## config.mk

```make
export PLATFORM = sky130hd
export DESIGN_NAME = mac_accumulator
export DESIGN_NICKNAME = d
export VERILOG_FILES = /design/src/rtl/mac_pkg.sv /design/src/rtl/array_multiplier_Nbit.sv /design/src/rtl/mac_accumulator.sv
export SDC_FILE = /design/constraint.sdc
export NUM_CORES = 1
export LEC_CHECK = 0
export ABC_AREA = 1
export ABC_CLOCK_PERIOD_IN_PS = 6800
export CAP_MARGIN = 20
export CORE_ASPECT_RATIO = 1.2
export CORE_MARGIN = 1.5
export CORE_UTILIZATION = 45
export CTS_BUF_LIST = sky130_fd_sc_hd__clkbuf_8
export CTS_CLUSTER_SIZE = 40
export DETAILED_ROUTE_END_ITERATION = 6
export GPL_TIMING_DRIVEN = 0
export PLACE_DENSITY = 0.66
export SYNTH_ARGS = -nofsm -noshare
export SYNTH_HDL_FRONTEND = slang
export SYNTH_SLANG_ARGS = --single-unit
```

## constraint.sdc

```tcl
create_clock -name clk -period 6.8 [get_ports clk]
set_input_delay 0.68 -clock clk [delete_from_list [all_inputs] [get_ports clk]]
set_output_delay 0.68 -clock clk [all_outputs]
set_load 0.005 [all_outputs]
```

## src/rtl/mac_pkg.sv

```systemverilog
// mac_pkg: shared defaults for the multiply-accumulate datapath.
//   MAC_N      - default operand width
//   MAC_G      - default accumulator guard bits
//   MAC_CNT_W  - default term-counter width
//   acc_w()    - accumulator width, 2N+G
package mac_pkg;

  localparam int MAC_N     = 4;
  localparam int MAC_G     = 4;
  localparam int MAC_CNT_W = 8;

  function automatic int acc_w(input int n, input int g);
    return 2 * n + g;
  endfunction

endpackage

```

## src/rtl/array_multiplier_Nbit.sv

```systemverilog
// array_multiplier_Nbit: combinational unsigned N x N array multiplier.
//   a  in  N   multiplicand
//   b  in  N   multiplier
//   p  out 2N  product a*b
module array_multiplier_Nbit #(
  parameter int N = 4
) (
  input  logic [N-1:0]   a,
  input  logic [N-1:0]   b,
  output logic [2*N-1:0] p
);

  // part[i] is the running sum of the first i shifted partial-product rows
  logic [N:0][2*N-1:0] part;

  assign part[0] = '0;

  for (genvar i = 0; i < N; i++) begin : g_row
    logic [2*N-1:0] row;
    assign row         = {{N{1'b0}}, a & {N{b[i]}}} << i;
    assign part[i+1]   = part[i] + row;
  end

  assign p = part[N];

endmodule

```

## src/rtl/mac_accumulator.sv

```systemverilog
// mac_accumulator: three-stage streaming multiply-accumulate.
//   clk, rst_n                    clock, async active-low reset
//   in_valid/in_ready             operand beat handshake
//   in_a, in_b (N), in_last       unsigned operands, packet terminator
//   out_valid/out_ready           result handshake
//   out_sum (ACC_W)               dot product modulo 2^ACC_W
//   out_ovf                       carry left ACC_W bits during the packet
//   out_terms (CNT_W)             beats in the packet, saturating
// S1 registers operands, S2 registers the product, S3 accumulates and
// holds the result. A single advance signal moves every stage together.
module mac_accumulator
  import mac_pkg::*;
#(
  parameter  int N     = MAC_N,
  parameter  int G     = MAC_G,
  parameter  int CNT_W = MAC_CNT_W,
  localparam int ACC_W = acc_w(N, G)
) (
  input  logic             clk,
  input  logic             rst_n,
  input  logic             in_valid,
  output logic             in_ready,
  input  logic [N-1:0]     in_a,
  input  logic [N-1:0]     in_b,
  input  logic             in_last,
  output logic             out_valid,
  input  logic             out_ready,
  output logic [ACC_W-1:0] out_sum,
  output logic             out_ovf,
  output logic [CNT_W-1:0] out_terms
);

  typedef struct packed {
    logic [N-1:0] a;
    logic [N-1:0] b;
    logic         last;
  } beat_t;

  typedef struct packed {
    logic [2*N-1:0] p;
    logic           last;
  } prod_t;

  logic             adv;
  logic [1:0]       vld_pipe;   // [0] = S1 valid, [1] = S2 valid
  beat_t            s1;
  prod_t            s2;
  logic [2*N-1:0]   p;

  logic [ACC_W-1:0] acc, acc_nxt;
  logic             ovf, ovf_nxt;
  logic [CNT_W-1:0] cnt, cnt_nxt;
  logic [ACC_W:0]   sum_ext;

  // Stall only when a result is held and not taken; depends on registered
  // out_valid, never on in_valid.
  assign adv      = !out_valid || out_ready;
  assign in_ready = adv;

  array_multiplier_Nbit #(.N(N)) u_mult (
    .a (s1.a),
    .b (s1.b),
    .p (p)
  );

  always_comb begin
    sum_ext = {1'b0, acc} + (ACC_W + 1)'(s2.p);
    acc_nxt = sum_ext[ACC_W-1:0];
    ovf_nxt = ovf | sum_ext[ACC_W];
    cnt_nxt = (cnt == '1) ? cnt : cnt + 1'b1;
  end

  // S1/S2: when not advancing everything holds, so stalled beats survive.
  always_ff @(posedge clk or negedge rst_n) begin
    if (!rst_n) begin
      vld_pipe <= '0;
      s1       <= '0;
      s2       <= '0;
    end else if (adv) begin
      vld_pipe <= {vld_pipe[0], in_valid};
      s1       <= '{a: in_a, b: in_b, last: in_last};
      s2       <= '{p: p, last: s1.last};
    end
  end

  // S3. Under adv a held result is either absent or being consumed, so
  // out_valid falls unless a new last beat lands in the same cycle.
  always_ff @(posedge clk or negedge rst_n) begin
    if (!rst_n) begin
      acc       <= '0;
      ovf       <= 1'b0;
      cnt       <= '0;
      out_valid <= 1'b0;
      out_sum   <= '0;
      out_ovf   <= 1'b0;
      out_terms <= '0;
    end else if (adv) begin
      out_valid <= 1'b0;
      if (vld_pipe[1]) begin
        if (s2.last) begin
          out_sum   <= acc_nxt;
          out_ovf   <= ovf_nxt;
          out_terms <= cnt_nxt;
          out_valid <= 1'b1;
          acc       <= '0;
          ovf       <= 1'b0;
          cnt       <= '0;
        end else begin
          acc <= acc_nxt;
          ovf <= ovf_nxt;
          cnt <= cnt_nxt;
        end
      end
    end
  end

endmodule

```

Word-level counts from Yosys, hierarchy flattened:

Cells that the tools add are included.

* $add $sub $neg: 5
* multiply operators: 0
* divide/modulo/power cells: 0
* $lt $le $gt $ge: 0
* eq/ne operators: 1
* shift operators: 0
* mux-type cells: 6
* bitwise gates (word level): 5
* reductions and logical operators: 4

Operator list (number)
* $and 4x4->4: 4
* $mux 8: 2
* $add 12x8->13: 1
* $mux 12: 1
* $add 7x7->8: 1
* $add 8x1->8 const B: 1
* $eq 8x8->1 const B: 1
* $add 6x6->7: 1
* $add 4x5->6: 1
* $mux 1: 3
* $reduce_and 3->1: 1
* $reduce_and 2->1: 1
* $logic_not 1->1: 1
* $logic_or 1x1->1: 1
* $or 1x1->1: 1

* bits in registers: 63
* bits in latches: 0
* memory bits (writable): 0
* bits in read-only memories: 0
* input port bits: 13
* output and inout port bits: 23
* word-level logic and storage cells: 34
* memories: 0

Depth between registers and ports, before layout:

Gate-level depths: netlist of run 1.

* depth after elaboration: 4
* depth in mapped cells: 12
* gate-level depth less buffers: 12

Hierarchy:

A second synthesis of run 1 with hierarchy kept.

* cell total of the unflattened synthesis: 452
* area total of the unflattened synthesis: 3544.6 um2

Modules (own cells, without submodules)
* mac_accumulator: instances 1, cells an instance 385, area each 3111.7 um2, sequential area each 1576.5 um2
* array_multiplier_Nbit: instances 1, cells an instance 67, area each 432.9 um2, sequential area each 0.0 um2

Least setup slack after synthesis of run 1:

Ideal clock, no wire load.

* path kind: register -> register
* from: register s1[4] in the netlist's numbering
* to: register s2[8] in the netlist's numbering
* library setup time: 0.132 ns
* data arrival time: 2.478 ns
* slack: 4.190 ns
* cell stages (with the launch flop): 13
* path buffers: 0
* cell sequence: dfrtp_1 > nand2_1 > inv_1 > fa_1 > fa_1 > ha_1 > inv_1 > fa_1 > inv_1 > nand3_1 > nand2_1 > xnor2_1 > o21ai_0

* cells in the longest elaborated chain, start to end: 2

Ends and longest elaborated chain
* start: declaration: line mac_accumulator.sv:46 `beat_t s1;`
* start signal: assignment: line mac_accumulator.sv:81 `s1 <= '{a: in_a, b: in_b, last: in_last};`
* $and 4x4->4: line array_multiplier_Nbit.sv:20 `assign row = {{N{1'b0}}, a & {N{b[i]}}} << i;`
* $add 7x7->8: line array_multiplier_Nbit.sv:21 `assign part[i+1] = part[i] + row;`
* end signal: assignment: line mac_accumulator.sv:82 `s2 <= '{p: p, last: s1.last};`
* end: declaration: line mac_accumulator.sv:47 `prod_t s2;`

No other way between the ends.
A chain may end at the register's enable or synchronous reset.

Final worst setup path of run 1:

* from: input port out_ready
* to: output port in_ready

* cells in the longest elaborated chain, start to end: 1

Ends and longest elaborated chain
* start: declaration: line mac_accumulator.sv:27 `input logic out_ready,`
* $logic_or 1x1->1: line mac_accumulator.sv:57 `assign adv = !out_valid || out_ready;`
* end: declaration: line mac_accumulator.sv:22 `output logic in_ready,`

No other way between the ends.

==> results.sh, run 1 <==
export IMPL_grt_total_usage=0.1904
export IMPL_cpPeakStageDelay_ns=0.59
export IMPL_hold_buffers=0
export IMPL_cts_setup_buffers=0
export IMPL_fin_area_um2=4203
export IMPL_synth_edf_count=0
export IMPL_rows=35
export IMPL_status="complete, no violations"
export IMPL_cts_tree="built"
export IMPL_seq_area_frac_synth=0.4479
export IMPL_leakage_nw=2.292
export IMPL_wl_per_cell_um=12.47
export IMPL_finalCritPeriodShare=0.4420
export IMPL_cp_common_cell="clkdlybuf4s50_1"
export IMPL_pwr_density_cell_nw_per_um2=396.1
export IMPL_first_pass_iters=6
export IMPL_num_antenna_cells=0
export IMPL_reg2reg_setup_slack_ns=4.05
export IMPL_cp_max_fo=10
export IMPL_yosys_warnings=0
export IMPL_fin_skew_ns=0.01030
export IMPL_clock_latency_ns=0.34
export IMPL_fillCellCount=714
export IMPL_final_util=0.5516
export IMPL_ir_worst_vdd_mv=0.1837
export IMPL_ys_seq_elements=63
export IMPL_yosysUniqueCellTypes=34
export IMPL_clockBufferDepth=2
export IMPL_ys_flop_type="dfrtp_1"
export IMPL_syn_to_final_growth_pct=19.41
export IMPL_cp_start_kind="primary input"
export IMPL_io_buffers=35
export IMPL_cts_clk_slew_worst_paths_ns=0.07
export IMPL_async_flop_share=1.000
export IMPL_path_cells="clkdlybuf4s50_1, nor2_4, inv_1, clkbuf_1, clkdlybuf4s50_1"
export IMPL_grt_pass1_wl_mm=12.77
export IMPL_die_area_um2=8363
export IMPL_slowest_stage="clkdlybuf4s50_1"
export IMPL_drt_initial_drc_count=116
export IMPL_rsz0062_at_grt="no"
export IMPL_endpoint_kind="output port"
export IMPL_path_class="primary input to output port"
export IMPL_drcViolationCount=0
export IMPL_io_pins=36
export IMPL_slew_headroom=0.4769
export IMPL_synth_fp_nets=473
export IMPL_drive_gt1_frac=0.07819
export IMPL_grt_max_degree=64
export IMPL_routabilityCongestion=0.8836
export IMPL_arrival_ns=2.33
export IMPL_clkSinkCount=63
export IMPL_routed_wl_mm=7.209
export IMPL_timing_fmax_ghz=0.3327
export IMPL_nNetsFinal=519
export IMPL_antenna_found_initial=0
export IMPL_core_area_um2=7620
export IMPL_cap_violations=0
export IMPL_dpl_hpwl_mm=5.304
export IMPL_syn_inst=435
export IMPL_period_minus_slack_ns=3.005
export IMPL_setup_violations=0
export IMPL_drtAntennaViolNets=0
export IMPL_vias=2817
export IMPL_grt_pass1_vias=2861
export IMPL_drv_slew=0
export IMPL_overflow=0
export IMPL_ctsResizeCount=0
export IMPL_final_cell_mix="nand2_1, dfrtp_1, inv_1"
export IMPL_setup_tns_ns=0
export IMPL_avgViaCountPerCell=4.874
export IMPL_start_util=0.4619
export IMPL_tightestPinTransition_ns=0.7847
export IMPL_fin_ws_ns=3.795
export IMPL_place_ws_ns=3.769
export IMPL_htree_levels=3
export IMPL_die_h_um=99.88
export IMPL_layout_commonest_cell="nand2_1"
export IMPL_hold_viol_final=0
export IMPL_netlist_area_um2=3520
export IMPL_hp_class="primary input to async pin"
export IMPL_numCtsBuffers=9
export IMPL_worstPathRequired_ns=6.12
export IMPL_dieWidth_um=83.74
export IMPL_syn_avg_cell_area_um2=8.091
export IMPL_root_buffer="clkbuf_8"
export IMPL_postPlaceCellArea_um2=3983
## metrics by stage
| step | instances | hold WS (ns) | power (mW) |
|---|---|---|---|
| CTS | 578 | 0.4536 | 1.686 |
| floorplan | 435 | 0.3844 | 1.058 |
| finish | 578 | 0.4083 | 1.665 |
| global route | 578 | 0.4950 | 1.819 |
| detailed placement | 562 | 0.4666 | 1.318 |
| global placement | 562 | 0.4624 | 1.296 |
## kinds of logic after synthesis
kind of cell             share of synthesized area
XOR/XNOR                                   0.02737
AO/OA/AOI/OAI                              0.06008
AND/OR/NAND/NOR                             0.2830
adder cells (fa/ha/maj)                     0.1017
buffers and inverters                      0.07999
flip-flops                                  0.4479
## worst paths after layout
path	from	to	depth (start not counted)
worst max-delay path	out_ready	in_ready	5
worst min-delay path	rst_n	out_terms[4]	1
worst max register to register	s1[5]	s2[8]	12
worst min register to register	out_sum[7]	out_sum[7]	2
max in group asynchronous	rst_n	out_sum[5]	1
min in group clk	out_sum[7]	out_sum[7]	2
## sequential cells by signal, indices dropped and copies added (netlist names)
name,cells
s2,9
out_valid,1
out_sum,12
ovf,1
out_terms,8
out_ovf,1
acc,12
cnt,8
s1,9
vld_pipe,2
## synthesized netlist by cell type (all sizes together), types with 3 or more instances
| cell type | instances | area (µm²) |
|---|---|---|
| a21oi | 4 | 20.02 |
| dfrtp | 63 | 1577 |
| buf | 8 | 62.56 |
| nand3 | 28 | 145.1 |
| ha | 19 | 237.7 |
| xor2 | 6 | 52.55 |
| nor2 | 22 | 125.1 |
| xnor2 | 5 | 43.79 |
| a31oi | 4 | 25.02 |
| fa | 6 | 120.1 |
| inv | 54 | 207.7 |
| nand4 | 4 | 31.28 |
| a22o | 4 | 35.03 |
| clkbuf | 3 | 11.26 |
| o21ai | 22 | 110.1 |
| nand2 | 175 | 661.9 |
## area by class of cell
type	instances	area [µm²]	area share
buffer	11	73.82	0.01756
clock buffer	9	123.9	0.02947
clock inverter	7	96.34	0.02292
inverter	54	207.7	0.04942
multi-input combinational	307	1662	0.3954
sequential	63	1577	0.3751
tap	92	115.1	0.02739
timing repair buffer	35	347.8	0.08276
## critical path: cells and delay by family
kind,cells,cell delay (ns)
AND/OR/NAND/NOR,1,0.08
buffers and inverters,4,1.56
## where the power goes
group	total, mW	switching, mW	internal, mW
logic	0.731	0.414	0.317
registers	0.573	0.0784	0.494
clock network	0.361	0.154	0.207
## per-layer routing
metal,track usage,share of wire,vias up
li1,-,-,1458
met1,0.2265,0.44,1297
met2,0.3462,0.51,50
met3,0.02714,0.026,12
met4,0.07818,0.022,0
met5,0,0,-
Note: power is estimated with default switching activity, not from simulation.
==> run 2, diff against run 1 <==
- ABC_CLOCK_PERIOD_IN_PS: 6800 -> 2550
- PLACE_DENSITY: 0.66 -> 0.68
- clock period: 6.8 -> 2.55 ns (I/O delays scaled with it)
==> run 2 against run 1 <==
Net effect:
- the run now ends with hold timing, setup timing left
- total power grew to 2.7 times the previous value
- flip-flop and latch count is the same
- cell count up 0.87%
- critical path depth is 7 higher
- clock skew down 0.0025 ns
- critical endpoint is now s2[8]
- utilization increased by 0.80 points
==> results.sh, run 2 (synthesis results as in run 1) <==
export IMPL_overflow=0
export IMPL_fin_ws_ns=-0.03501
export IMPL_cts_clk_slew_worst_paths_ns=0.07
export IMPL_clock_latency_ns=0.34
export IMPL_slew_headroom=0.4769
export IMPL_crit_family="adder cells"
export IMPL_hp_class="primary input to async pin"
export IMPL_routed_wl_mm=7.423
export IMPL_fillCellCount=723
export IMPL_core_area_um2=7620
export IMPL_dieWidth_um=83.74
export IMPL_start_util=0.4619
export IMPL_final_cell_mix="nand2_1, dfrtp_1, inv_1"
export IMPL_avgViaCountPerCell=5.017
export IMPL_worst_hold_slack_ns=-0.01438
export IMPL_grt_pass1_wl_mm=13.01
export IMPL_vias=2925
export IMPL_first_pass_iters=4
export IMPL_tightestPinTransition_ns=0.7846
export IMPL_wl_per_cell_um=12.73
export IMPL_ir_worst_vdd_mv=0.4616
export IMPL_finalCritPeriodShare=1.014
export IMPL_cpPeakStageDelay_ns=0.50
export IMPL_cap_violations=0
export IMPL_layout_commonest_cell="nand2_1"
export IMPL_place_ws_ns=-0.1065
export IMPL_cp_max_fo=2
export IMPL_reg_top3="acc (12), out_sum (12)"
export IMPL_arrival_ns=2.80
export IMPL_cp_common_cell="inv_2"
export IMPL_drcViolationCount=0
export IMPL_status="complete, but fails checks"
export IMPL_period_minus_slack_ns=2.585
export IMPL_grt_max_degree=64
export IMPL_drive_gt1_frac=0.1018
export IMPL_rows=35
export IMPL_drt_initial_drc_count=152
export IMPL_nNetsFinal=526
export IMPL_grt_pass1_vias=2952
export IMPL_timing_fmax_ghz=0.3868
export IMPL_antenna_found_initial=0
export IMPL_htree_levels=3
export IMPL_setup_tns_ns=-0.03501
export IMPL_clockBufferDepth=2
export IMPL_fin_cells=583
export IMPL_clkSinkCount=63
export IMPL_slowest_stage="fa_1"
export IMPL_io_pins=36
export IMPL_worstPathRequired_ns=2.77
export IMPL_path_buf_inv=3
export IMPL_root_buffer="clkbuf_8"
export IMPL_rsz0062_at_grt="yes"
export IMPL_leakage_nw=2.313
export IMPL_place_inst=562
export IMPL_cp_start_kind="flop"
export IMPL_setup_violations=1
export IMPL_violations="hold timing, setup timing"
export IMPL_hold_viol_final=8
export IMPL_endpoint_kind="flop"
export IMPL_numCtsBuffers=9
export IMPL_die_h_um=99.88
export IMPL_drv_slew=0
export IMPL_reg2reg_setup_slack_ns=-0.04
export IMPL_cts_tree="built"
export IMPL_routabilityCongestion=0.8701
export IMPL_num_antenna_cells=0
export IMPL_postPlaceCellArea_um2=3988
export IMPL_syn_to_final_growth_pct=21.15
export IMPL_die_area_um2=8363
export IMPL_path_class="flop to flop"
export IMPL_drtAntennaViolNets=0
export IMPL_io_buffers=35
export IMPL_dpl_hpwl_mm=5.356
export IMPL_fin_area_um2=4264
export IMPL_fin_skew_ns=0.007850
export IMPL_pwr_density_cell_nw_per_um2=1058
export IMPL_path_cells="nand2_1, inv_2, fa_1, fa_1, ha_2, inv_2, fa_2, inv_2, nand3_2, nand2_1, xnor2_1, o21ai_1"
export IMPL_grt_total_usage=0.1963
## run 2: cell types whose count changed in the layout (fill, tap and decap cells not counted), moves of 2 or more
cell	change
clkinv_4	-2
buf_4	+7
inv_1	-4
clkbuf_8	+2
clkinv_2	-2
inv_2	+4
## run 2: worst register-to-register path: cells and delay by family, from the launching register on
| family | cells | cell delay [ns] |
|---|---|---|
| fa+ha+maj | 4 | 1.51 |
| simple gates | 3 | 0.22 |
| compound gates | 1 | 0.07 |
| buf+inv | 3 | 0.16 |
| flops | 1 | 0.40 |
| xor+xnor | 1 | 0.11 |
## run 2: cell type report
class                   count  area, µm²  area share
well taps                  92      115.1     0.02700
flip-flops and latches     63       1577      0.3697
repair buffers             42      400.4     0.09390
clock inverters             3      67.56     0.01585
multi-input cells         307       1672      0.3920
inverters                  54      207.7     0.04871
plain buffers              11      73.82     0.01731
clock buffers              11      151.4     0.03550
## run 2: routing by layer
metal | share of wire | track usage
met1 | 0.43 | 0.2257
met2 | 0.50 | 0.3480
met3 | 0.032 | 0.03125
met4 | 0.032 | 0.1122
met5 | 0 | 0
## run 2: where the power goes
| part | switching (mW) | internal (mW) |
|---|---|---|
| logic | 1.15 | 0.878 |
| registers | 0.199 | 1.32 |
| clock network | 0.378 | 0.593 |
## run 2: path summary, 6_finish.rpt
check | endpoint | depth (start not counted) | from
worst max register to register | s2[8] | 12 | s1[2]
worst max-delay path | s2[8] | 12 | s1[2]
worst min register to register | out_sum[10] | 2 | out_sum[10]
min in group clk | s1[0] | 3 | in_last
worst min-delay path | out_terms[7] | 1 | rst_n
max in group asynchronous | out_sum[6] | 1 | rst_n
## run 2: through the flow
step / utilization / power, mW
floorplan: - / 2.823
global placement: 0.5236 / 3.458
detailed placement: 0.5233 / 3.534
CTS: 0.5586 / 4.560
global route: 0.5596 / 4.913
finish: 0.5596 / 4.513
## run 2: what timing repair did
action	in CTS	in global routing
buffers inserted	6	1
resized for setup	5	1
setup endpoints to repair	1	1
pin swaps	1	3
hold buffers	0	0
==> run 3, diff against run 2 <==
- RECOVER_POWER: unset -> 50
==> run 3 against run 2 <==
Net effect:
- the run ends with capacitance limit, slew limit, setup timing left
- sequential power about the same
- setup slack about the same
- flip-flop and latch count unchanged
- combinational power about the same
- hold slack better by 0.30 ns
- critical path type unchanged
- largest power group unchanged
==> results.sh, run 3 (synthesis results as in run 1) <==
export IMPL_status="complete, but fails checks"
export IMPL_violations="capacitance limit, slew limit, setup timing"
export IMPL_place_inst=562
export IMPL_tightestPinTransition_ns=1.537
export IMPL_sw_frac_of_total=0.3816
export IMPL_cp_max_fo=2
export IMPL_die_h_um=99.88
export IMPL_antenna_found_initial=0
export IMPL_power_mw=4.508
export IMPL_rr_worst_depth=12
export IMPL_grt_max_degree=64
export IMPL_hold_viol_final=0
export IMPL_dpl_hpwl_mm=5.356
export IMPL_first_pass_iters=4
export IMPL_overflow=0
export IMPL_timing_fmax_ghz=0.3868
export IMPL_reg_top3="acc (12), out_sum (12)"
export IMPL_path_class="flop to flop"
export IMPL_slew_headroom=-0.02478
export IMPL_p_sw_mw=1.720
export IMPL_postPlaceCellArea_um2=3988
export IMPL_cts_clk_slew_worst_paths_ns=0.07
export IMPL_root_buffer="clkbuf_8"
export IMPL_final_cell_mix="nand2_1, dfrtp_1, inv_1"
export IMPL_fillCellCount=724
export IMPL_worst_hold_slack_ns=0.2848
export IMPL_htree_levels=3
export IMPL_endpoint_kind="flop"
export IMPL_regArea_um2=1577
export IMPL_clockBufferDepth=2
export IMPL_slowest_stage="fa_1"
export IMPL_start_util=0.4619
export IMPL_grt_total_usage=0.1963
export IMPL_hp_class="primary input to async pin"
export IMPL_setup_tns_ns=-0.03506
export IMPL_worstSetupStartpoint="s1[2]"
export IMPL_fin_skew_ns=0.007266
export IMPL_critical_path_depth=12
export IMPL_rsz0062_at_grt="yes"
export IMPL_arrival_ns=2.80
export IMPL_io_buffers=35
export IMPL_drive_gt1_frac=0.09776
export IMPL_timing_rr_end="s2[8]"
export IMPL_finalCritPeriodShare=1.014
export IMPL_pwr_density_cell_nw_per_um2=1059
export IMPL_io_pins=36
export IMPL_fin_area_um2=4258
export IMPL_leakage_nw=2.310
export IMPL_p_seq_frac=0.337
export IMPL_fin_ws_ns=-0.03506
export IMPL_avgViaCountPerCell=5.027
export IMPL_p_clk_frac=0.215
export IMPL_r2r_start="s1[2]"
export IMPL_die_area_um2=8363
export IMPL_final_util=0.5588
export IMPL_dieWidth_um=83.74
export IMPL_cts_tree="built"
export IMPL_syn_to_final_growth_pct=20.97
export IMPL_drt_initial_drc_count=151
export IMPL_routed_wl_mm=7.426
export IMPL_worstPathRequired_ns=2.77
export IMPL_vias=2931
export IMPL_cap_violations=1
export IMPL_period_minus_slack_ns=2.585
export IMPL_nNetsFinal=526
export IMPL_cpPeakStageDelay_ns=0.50
export IMPL_place_ws_ns=-0.1065
export IMPL_cp_start_kind="flop"
export IMPL_grt_pass1_vias=2952
export IMPL_hold_buffers=0
export IMPL_drtAntennaViolNets=0
export IMPL_path_cells="nand2_1, inv_2, fa_1, fa_1, ha_2, inv_2, fa_2, inv_2, nand3_2, nand2_1, xnor2_1, o21ai_1"
export IMPL_clkSinkCount=63
export IMPL_rows=35
export IMPL_grt_pass1_wl_mm=13.01
export IMPL_numCtsBuffers=9
export IMPL_reg2reg_setup_slack_ns=-0.04
export IMPL_fin_cells=583
export IMPL_p_comb_frac=0.448
export IMPL_routabilityCongestion=0.8701
export IMPL_core_area_um2=7620
export IMPL_crit_family="adder cells"
export IMPL_setup_violations=1
export IMPL_intPower_mw=2.787
export IMPL_multi_input_area_um2=1669
export IMPL_cp_common_cell="inv_2"
export IMPL_path_buf_inv=3
export IMPL_drcViolationCount=0
export IMPL_layout_commonest_cell="nand2_1"
export IMPL_drv_slew=64
export IMPL_num_antenna_cells=0
export IMPL_wl_per_cell_um=12.74
export IMPL_clock_latency_ns=0.34
export IMPL_ir_worst_vdd_mv=0.4955
-- run 3: cell count changes in the layout (fill, tap and decap cells not counted), sizes merged --
cell    before  now
buf         16   14
clkbuf      14   16
-- run 3: how the worst max path moves through the flow --
| stage | end | slack, ns |
|---|---|---|
| floorplan | s2[8] | 0.04 |
| global placement | s1[8] | -0.87 |
| detailed placement | s2[8] | -0.11 |
| CTS | s2[8] | -0.04 |
| global route | s2[8] | -0.15 |
| finish | s2[8] | -0.04 |
-- run 3: power groups by stage --
stage          Clock, mW  Combinational [mW]  Sequential, mW
6_report           0.971                2.02            1.52
5_1_grt             1.04                2.32            1.55
4_1_cts            0.988                2.05            1.52
3_5_place_dp           0                1.98            1.55
3_3_place_gp           0                1.92            1.54
2_1_floorplan          0                1.31            1.52
-- run 3: worst register-to-register path, stage by stage (launching register included) --
cell     delay (ns)
dfrtp_1        0.40
nand2_1        0.08
inv_2          0.04
fa_1           0.49
fa_1           0.50
ha_2           0.18
inv_2          0.04
fa_2           0.35
inv_2          0.08
nand3_2        0.06
nand2_1        0.08
xnor2_1        0.11
o21ai_1        0.07
-- run 3: timing repair --
| action | 4_1_cts | 5_1_grt |
|---|---|---|
| endpoints found under the setup margin | 1 | 1 |
| setup buffers | 6 | 1 |
| resized for setup | 5 | 1 |
| pin swaps | 1 | 3 |
-- run 3: final cells by class --
class | count | area share
Multi-Input combinational cell | 307 | 0.3920
Clock buffer | 11 | 0.03556
Buffer | 11 | 0.01704
Sequential cell | 63 | 0.3703
Timing Repair Buffer | 42 | 0.09345
Tap cell | 92 | 0.02703
Inverter | 54 | 0.04878
Clock inverter | 3 | 0.01587
-- run 3: per-layer routing --
layer	vias up	track usage	wire, µm	part of all wire
li1	1465	-	-	-
met1	1378	0.2257	3193	0.43
met2	66	0.3480	3730	0.50
met5	-	0	0	0
met4	0	0.1122	239	0.032
met3	22	0.03125	264	0.036
